==> config.mk <==
export PLATFORM = sky130hd
export DESIGN_NAME = rx_ser
export DESIGN_NICKNAME = d
export VERILOG_FILES = /design/src/rtl/rx_ser.sv
export SDC_FILE = /design/constraint.sdc
export NUM_CORES = 1
export LEC_CHECK = 0
export BUFFER_PORTS_ARGS = -buffer_cell sky130_fd_sc_hd__buf_2
export CORE_MARGIN = 2
export CORE_UTILIZATION = 52
export CTS_BUF_LIST = sky130_fd_sc_hd__clkbuf_16
export DETAILED_ROUTE_END_ITERATION = 8
export GPL_TIMING_DRIVEN = 1
export HOLD_SLACK_MARGIN = 0.12
export PLACE_DENSITY = 0.8
export SYNTH_ARGS = -nofsm -noshare
export SYNTH_HDL_FRONTEND = slang
export SYNTH_SLANG_ARGS = --single-unit
==> constraint.sdc <==
create_clock -name clk -period 7.6 [get_ports clk]
set_clock_uncertainty 0.15 [all_clocks]
set_input_delay 0.38 -clock clk [delete_from_list [all_inputs] [get_ports clk]]
set_output_delay 0.38 -clock clk [all_outputs]
set_load 0.1 [all_outputs]
==> src/rtl/rx_ser.sv <==
// rx_ser: CDBUS serial receive front end (8N1 oversampling, idle, CRC-16/MODBUS)
// Ports: clk, reset_n (async low); rx line; period = T-1; idle_len in bit times;
//   force_wait_idle pulse; bus_idle, data, crc_data, data_clk, frame_err out.
module rx_ser #(
  parameter int PERIOD_W = 16
) (
  input  logic                clk,
  input  logic                reset_n,
  input  logic                rx,
  input  logic [PERIOD_W-1:0] period,
  input  logic [3:0]          idle_len,
  input  logic                force_wait_idle,
  output logic                bus_idle,
  output logic [7:0]          data,
  output logic [15:0]         crc_data,
  output logic                data_clk,
  output logic                frame_err
);

  typedef enum logic [2:0] {
    WAIT_IDLE,
    READY,
    START,
    DATA,
    STOP
  } state_t;

  localparam logic [PERIOD_W-1:0] ONE = {{(PERIOD_W-1){1'b0}}, 1'b1};

  function automatic logic [15:0] crc_upd(
    input logic [15:0] c,
    input logic [7:0]  d
  );
    logic [15:0] r;
    r = c ^ {8'h00, d};
    for (int i = 0; i < 8; i++)
      r = r[0] ? ((r >> 1) ^ 16'hA001) : (r >> 1);
    return r;
  endfunction

  logic rx_m, rx_s, rx_p, fall;

  always_ff @(posedge clk or negedge reset_n) begin
    if (!reset_n) begin
      rx_m <= 1'b1;
      rx_s <= 1'b1;
      rx_p <= 1'b1;
    end else begin
      rx_m <= rx;
      rx_s <= rx_m;
      rx_p <= rx_s;
    end
  end

  assign fall = rx_p & ~rx_s;

  logic [PERIOD_W-1:0] itmr;
  logic [3:0]          icnt;
  logic [3:0]          thr;
  logic [4:0]          icnt_inc;
  logic                itick;

  assign thr      = (idle_len == 4'd0) ? 4'd1 : idle_len;
  assign icnt_inc = {1'b0, icnt} + 5'd1;
  // >= so a period lowered while idle cannot strand the timer
  assign itick    = itmr >= period;

  always_ff @(posedge clk or negedge reset_n) begin
    if (!reset_n) begin
      itmr     <= '0;
      icnt     <= 4'd0;
      bus_idle <= 1'b0;
    end else if (!rx_s) begin
      itmr     <= '0;
      icnt     <= 4'd0;
      bus_idle <= 1'b0;
    end else if (itick) begin
      itmr <= '0;
      if (icnt != 4'hF)
        icnt <= icnt + 4'd1;
      if (icnt_inc >= {1'b0, thr})
        bus_idle <= 1'b1;
    end else begin
      itmr <= itmr + ONE;
    end
  end

  state_t              state, state_n;
  logic [PERIOD_W-1:0] bcnt, half;
  logic [2:0]          bidx;
  logic [7:0]          sh;
  logic                tick;
  logic                ld_half, ld_full, dec, shift, clr_idx;
  logic                fire, ferr;

  // floor(T/2)-1 with T = period+1
  assign half = (period >> 1) - {{(PERIOD_W-1){1'b0}}, ~period[0]};
  assign tick = bcnt == '0;

  always_ff @(posedge clk or negedge reset_n) begin
    if (!reset_n)
      state <= WAIT_IDLE;
    else
      state <= state_n;
  end

  always_comb begin
    state_n = state;
    if (force_wait_idle) begin
      state_n = WAIT_IDLE;
    end else begin
      unique case (state)
        WAIT_IDLE: if (bus_idle) state_n = READY;
        READY:     if (fall) state_n = START;
        START:     if (tick) state_n = rx_s ? READY : DATA;
        DATA:      if (tick && bidx == 3'd7) state_n = STOP;
        STOP:      if (tick) state_n = rx_s ? READY : WAIT_IDLE;
        default:   state_n = WAIT_IDLE;
      endcase
    end
  end

  always_comb begin
    ld_half = 1'b0;
    ld_full = 1'b0;
    dec     = 1'b0;
    shift   = 1'b0;
    clr_idx = 1'b0;
    fire    = 1'b0;
    ferr    = 1'b0;
    if (!force_wait_idle) begin
      unique case (state)
        READY: ld_half = fall;
        START: begin
          dec     = ~tick;
          ld_full = tick & ~rx_s;
          clr_idx = tick;
        end
        DATA: begin
          dec     = ~tick;
          ld_full = tick;
          shift   = tick;
        end
        STOP: begin
          dec  = ~tick;
          fire = tick & rx_s;
          ferr = tick & ~rx_s;
        end
        default: ;
      endcase
    end
  end

  always_ff @(posedge clk or negedge reset_n) begin
    if (!reset_n) begin
      bcnt      <= '0;
      bidx      <= 3'd0;
      sh        <= 8'h00;
      data      <= 8'h00;
      crc_data  <= 16'hFFFF;
      data_clk  <= 1'b0;
      frame_err <= 1'b0;
    end else begin
      if (ld_half)
        bcnt <= half;
      else if (ld_full)
        bcnt <= period;
      else if (dec)
        bcnt <= bcnt - ONE;
      if (clr_idx)
        bidx <= 3'd0;
      else if (shift)
        bidx <= bidx + 3'd1;
      if (shift)
        sh <= {rx_s, sh[7:1]};
      data_clk  <= fire;
      frame_err <= ferr;
      // seed from 0xFFFF if the bus counts as idle in the stop cycle
      if (fire) begin
        data     <= sh;
        crc_data <= crc_upd(bus_idle ? 16'hFFFF : crc_data, sh);
      end else if (bus_idle) begin
        crc_data <= 16'hFFFF;
      end
    end
  end

endmodule

Word level (Yosys, flattened, before mapping)
Index checks and enable logic that the tools add are counted.

storage, ports and cells
  word-level logic and storage cells = 108
  input bits = 24
  bits in read-only memories = 0
  RAM bits = 0
  bits in registers = 80
  output and inout bits = 27
  memories = 0
  bits in latches = 0

cells by class
  order comparisons = 2
  multipliers = 0
  bitwise operators = 15
  shift operators = 0
  reduce and logical (&&, ||, !) cells = 10
  $add $sub $neg = 6
  multiplexer cells = 47
  equal/unequal tests = 14
  divide/modulo/power cells = 0

operator list
  cell                                                                    count
  16-bit 2-to-1 mux                                                       15
  3-bit 2-to-1 mux                                                        8
  2-bit NOT with 3-bit output                                             8
  1-bit 2-to-1 mux                                                        17
  16-bit by 1-bit adder with 16-bit output (second input constant)        1
  16-bit >= comparator                                                    1
  16-bit zero test                                                        1
  4-bit 2-to-1 mux                                                        4
  15-bit by 1-bit subtractor with 16-bit output                           1
  16-bit by 1-bit subtractor with 16-bit output (second input constant)   1
  16-bit by 8-bit XOR with 16-bit output                                  1
  3-bit != test (second input constant)                                   5
  3-bit one-hot mux with 5 select lines                                   1
  3-bit by 2-bit equality test with 1-bit output (second input constant)  2
  3-bit equality test (second input constant)                             2
  2-bit by 1-bit != test with 1-bit output (second input constant)        3
  4-bit by 1-bit adder with 5-bit output (second input constant)          1
  5-bit by 4-bit >= comparator with 1-bit output                          1
  5-bit AND reduction                                                     1
  4-bit by 1-bit adder with 4-bit output (second input constant)          1
  4-bit zero test                                                         1
  4-bit != test (second input constant)                                   1
  2-bit AND reduction                                                     2
  3-bit by 1-bit adder with 3-bit output (second input constant)          1
  10 further kinds                                                        14

Logic depth before layout (Yosys ltp)
  depth in word-level cells = 19
  mapped depth = 10
  gate-level depth less buffers = 10

Least setup slack after synthesis
OpenSTA, ideal clock, no wires.

  path type = reg2reg
  start = register bus_idle
  end = register crc_data[0]
  data required time = 7370 ps
  setup time = 80 ps
  path buffers = 0
  path slack = 4795 ps
  arrival time = 2575 ps
  clock period less this slack = 2805 ps
  stages on the path, launching flop included = 8
  cell sequence = dfrtp_1 > nor2_1 > xnor2_1 > xor3_1 > xnor3_1 > xnor2_1 > a31oi_1 > o22a_1

on the way
  cells in the longest elaborated chain, start to end = 12
  elaborated cells on any way between the ends = 19
  classes of those cells = mux (10); bitwise (9)

ends and longest elaborated chain
  element                                                                        line  RTL
  start: declaration                                                             13    output logic bus_idle,
  start signal: assignment                                                       72    bus_idle <= 1'b0;
  start signal: assignment                                                       76    bus_idle <= 1'b0;
  start signal: assignment                                                       82    bus_idle <= 1'b1;
  16-bit 2-to-1 mux (*)                                                          --
  16-bit by 8-bit XOR with 16-bit output                                         35    r = c ^ {8'h00, d};
  16-bit 2-to-1 mux or 2-bit NOT with 3-bit output (tied branches) (7 in a row)  --
  2-bit NOT with 3-bit output (no line) or 16-bit 2-to-1 mux (tied branches)     --
  16-bit 2-to-1 mux                                                              37    r = r[0] ? ((r >> 1) ^ 16'hA001) : (r >> 1);
  16-bit 2-to-1 mux (*)                                                          179   if (fire) begin
  end signal: assignment                                                         181   crc_data <= crc_upd(bus_idle ? 16'hFFFF : crc_data, sh);
  end: declaration                                                               15    output logic [15:0] crc_data,

Every way passes the cells marked *; elsewhere a longest branch is shown, timed or not.
A chain may end at the register's enable or synchronous reset.

Worst setup path after layout
  start = register bcnt[8]
  end = register bcnt[9]

on the way
  cells in the longest elaborated chain, start to end = 6
  elaborated cells on any way between the ends = 12
  classes of those cells = add/sub (1); mux (7); bitwise (2); reduce/logical (2)

ends and longest elaborated chain
  element                                                                                line  RTL
  start: declaration                                                                     89    logic [PERIOD_W-1:0] bcnt, half;
  start signal: assignment                                                               165   bcnt <= half;
  start signal: assignment                                                               167   bcnt <= period;
  start signal: assignment                                                               169   bcnt <= bcnt - ONE;
  branches (longest 6 deep; another with 16-bit by 1-bit subtractor with 16-bit output)  --

Parallel ways; which one is timed is not known. The select of a mux whose other input is x is not followed.

==> impl_metrics.ini <==
[synth]
ys_async_sr_fraction_pct = 100.0
synth_area_mm2 = 0.004982
synth_flop_cell = dfrtp_1
yosysTopAreaCellShare_pct = 30.64
syn_nets = 608
yosys.cell_types.count = 49
ys_warn_count = 0
ys_top_cells_by_area = dfrtp_1 31%, dfstp_2 10%, ha_1 7.0%, xnor2_1 6.0%, nand2_1 5.0%
syn_avg_cell_area_um2 = 8.961
synth_edf_count = 0
ys_ff_latch = 80
yosys.area.top_type = dfrtp_1
synth_cells = 556
ys_seq_area_share_pct = 40.66

[timing]
worst_pin_slew_ns = 1.230
fin_crit_ns = 3.018
setup-violations-final = 0
final.period_utilization_pct = 39.71
relSlewSlack_pct = 17.29
fmax_mhz = 331.3
finalHoldViolations = 0
tns_ns = 0
rsz0062_at_grt = false
slew_violations = 0

[clock_network]
htree_num_levels = 3
clk_pin_slew_worst_paths_ns = 0.06
cts_made_buffers = 9
clock_latency_ns = 0.34
cts-root-buf = clkbuf_16
clock_sinks = 80
clock_path_buffers = 2
cts_resized = 0
postCtsSetupRepairBufs = 0
cts_tree = done

[layout]
fin_nets = 651
area_growth_pct = 13.13
final_cell_mix = 67 x nor2_1, 67 x nand2_1, 61 x dfrtp_1
multiInputGateArea_mm2 = 0.002770
n_fill_cell = 799
n_antenna_cell = 0
fin_util_pct = 60.71
regArea_mm2 = 0.002026
final_layout_size_suffix_gt1_share_pct = 17.22

[setup_path]
crit_family = simple AND/OR/NAND/NOR gates
path_class = reg2reg
slowest_stage = or4b_1
rr_startpoint = bcnt[8]$_DFFE_PN0P_
cp.arrival_ns = 3.09
crit_buf_inv = 0
r2r_end = bcnt[9]$_DFFE_PN0P_
worstPathRequired_ns = 7.67
rr_worst_depth = 6
crit_path_start_kind = flip-flop
critPathMaxFanout = 25
cp_slowest_stage_delay_ns = 0.76
crit_chain = nor4_2, nand4b_2, or4b_1, o31a_4, and2_4, a221o_1
rrSetupSlack_ns = 4.58
crit_path_end_kind = flip-flop

[detailed_routing]
totalWireLength_um = 11540
via_count = 4168
routedWlPerCell_um = 15.74
drc = 0
via_per_inst = 5.686
drt_iter0_markers = 279
dr.pass1.iters = 5
drtAntennaViolNets = 0

[global_route]
antenna_found_initial = 0
grt_pass1_wl_um = 19230
grt_pass1_vias = 3943
grt_max_degree = 81
grt_usage_pct = 23.63
grt.overflow.total = 0

[floorplanning]
fp.dieW_um = 101.9
rows = 35
io_pins = 51
core_area_mm2 = 0.009284
die_h_um = 101.9
initial_core_util_pct = 53.67
die_area_mm2 = 0.01038

[placed_design]
hpwl_um = 8218
gp_congestion = 0.9299
port_buffers = 50

[power]
powerDensity_mw_per_mm2 = 234.4
p_leak_nw = 2.631
ir_drop_v = 0.0001285

[min_path]
hp-class = in2reg
whs_path_depth = 3
min_to = bcnt[4]$_DFFE_PN0P_
hold_start = period[5]

[flow_run]
drv_cap = 0

[run_status]
status = complete, no violations
## layout make-up
class / count / share of cell area (%)
sequential: 80 / 35.94
inverter: 27 / 1.798
multi-input combinational: 426 / 49.15
clock buffer: 10 / 4.440
tap: 129 / 2.863
timing repair buffer: 55 / 5.239
clock inverter: 6 / 0.5771
## routing by layer
layer	vias to the layer above	GRT usage, %	part of all wire [%]
met5	-	0	0
met4	0	8.103	1.8
met3	18	5.198	5.0
met2	113	38.97	49
met1	2006	31.05	44
li1	2031	-	-
## through the flow
stage / worst slack, ns / hold WS (ns) / cell area (um2) / instances / power, mW
2_1_floorplan: 4.795 / -0.06559 / 4982 / 556 / 0.8259
3_3_place_gp: 4.706 / 0.1958 / 5334 / 715 / 0.8948
3_5_place_dp: 4.612 / 0.2012 / 5334 / 715 / 0.9066
4_1_cts: 4.600 / 0.1830 / 5637 / 733 / 1.327
5_1_grt: 4.398 / 0.1897 / 5637 / 733 / 1.386
6_report: 4.582 / 0.1905 / 5637 / 733 / 1.321
## Yosys cell counts (all sizes together) (6+ instances only)
library cell	n
o22a	6
o21ai	19
nor3	18
a21oi	28
nand3b	8
and3	7
ha	28
xor2	22
inv	27
dfstp	19
nor4	8
dfrtp	61
a211oi	22
nand2b	6
a31oi	6
nor2	67
nand2	67
clkbuf	19
xnor2	34
nand3	22
mux2	8
## registers in the layout, summed over array words and instances (netlist names)
| register | flops |
|---|---|
| rx_m | 1 |
| data_clk | 1 |
| state | 3 |
| bcnt | 16 |
| bus_idle | 1 |
| sh | 8 |
| frame_err | 1 |
| itmr | 16 |
| rx_s | 1 |
| bidx | 3 |
| icnt | 4 |
| data | 8 |
| rx_p | 1 |
| crc_data | 16 |
## what timing repair did
action / in CTS / in global routing
hold buffers: 2 / 0
hold endpoints to repair: 54 / 0
setup endpoints to repair: 0 / 0
## worst min-delay path, cell delays in order
cell and delay (ns):
buf_2 0.12, nand2_1 0.05, a31oi_1 0.07
## worst max-delay path by stage
stage                                     from                    end  slack, ns  cells after the start
after floorplan           bus_idle$_DFFE_PN0P_  crc_data[0]$_DFF_PN1_       4.80                      7
final                      bcnt[8]$_DFFE_PN0P_    bcnt[9]$_DFFE_PN0P_       4.58                      6
after global routing      bus_idle$_DFFE_PN0P_  crc_data[0]$_DFF_PN1_       4.40                      7
after detailed placement   bcnt[8]$_DFFE_PN0P_    bcnt[9]$_DFFE_PN0P_       4.61                      6
after CTS                  bcnt[8]$_DFFE_PN0P_    bcnt[9]$_DFFE_PN0P_       4.60                      6
after global placement     bcnt[8]$_DFFE_PN0P_    bcnt[9]$_DFFE_PN0P_       4.71                      6
## cells by family after synthesis
logic type	count (synthesis)	share of synthesized area (%)
AOI/OAI and AO/OA	106	14.11
and+or+nand+nor	226	21.65
adders and majority gates	28	7.032
buffers and inverters	50	3.968
muxes	8	1.808
xor gates and xnor gates	58	10.77
DFF	80	40.66
## power by group
| part | total (mW) | internal (mW) | leakage [nW] | switching (mW) |
|---|---|---|---|---|
| Clock | 0.412 | 0.239 | 0.151 | 0.173 |
| Combinational | 0.342 | 0.128 | 1.46 | 0.214 |
| Sequential | 0.568 | 0.491 | 1.02 | 0.0772 |
| Total | 1.32 | 0.858 | 2.63 | 0.463 |
Power figures use the tool's default switching activity.
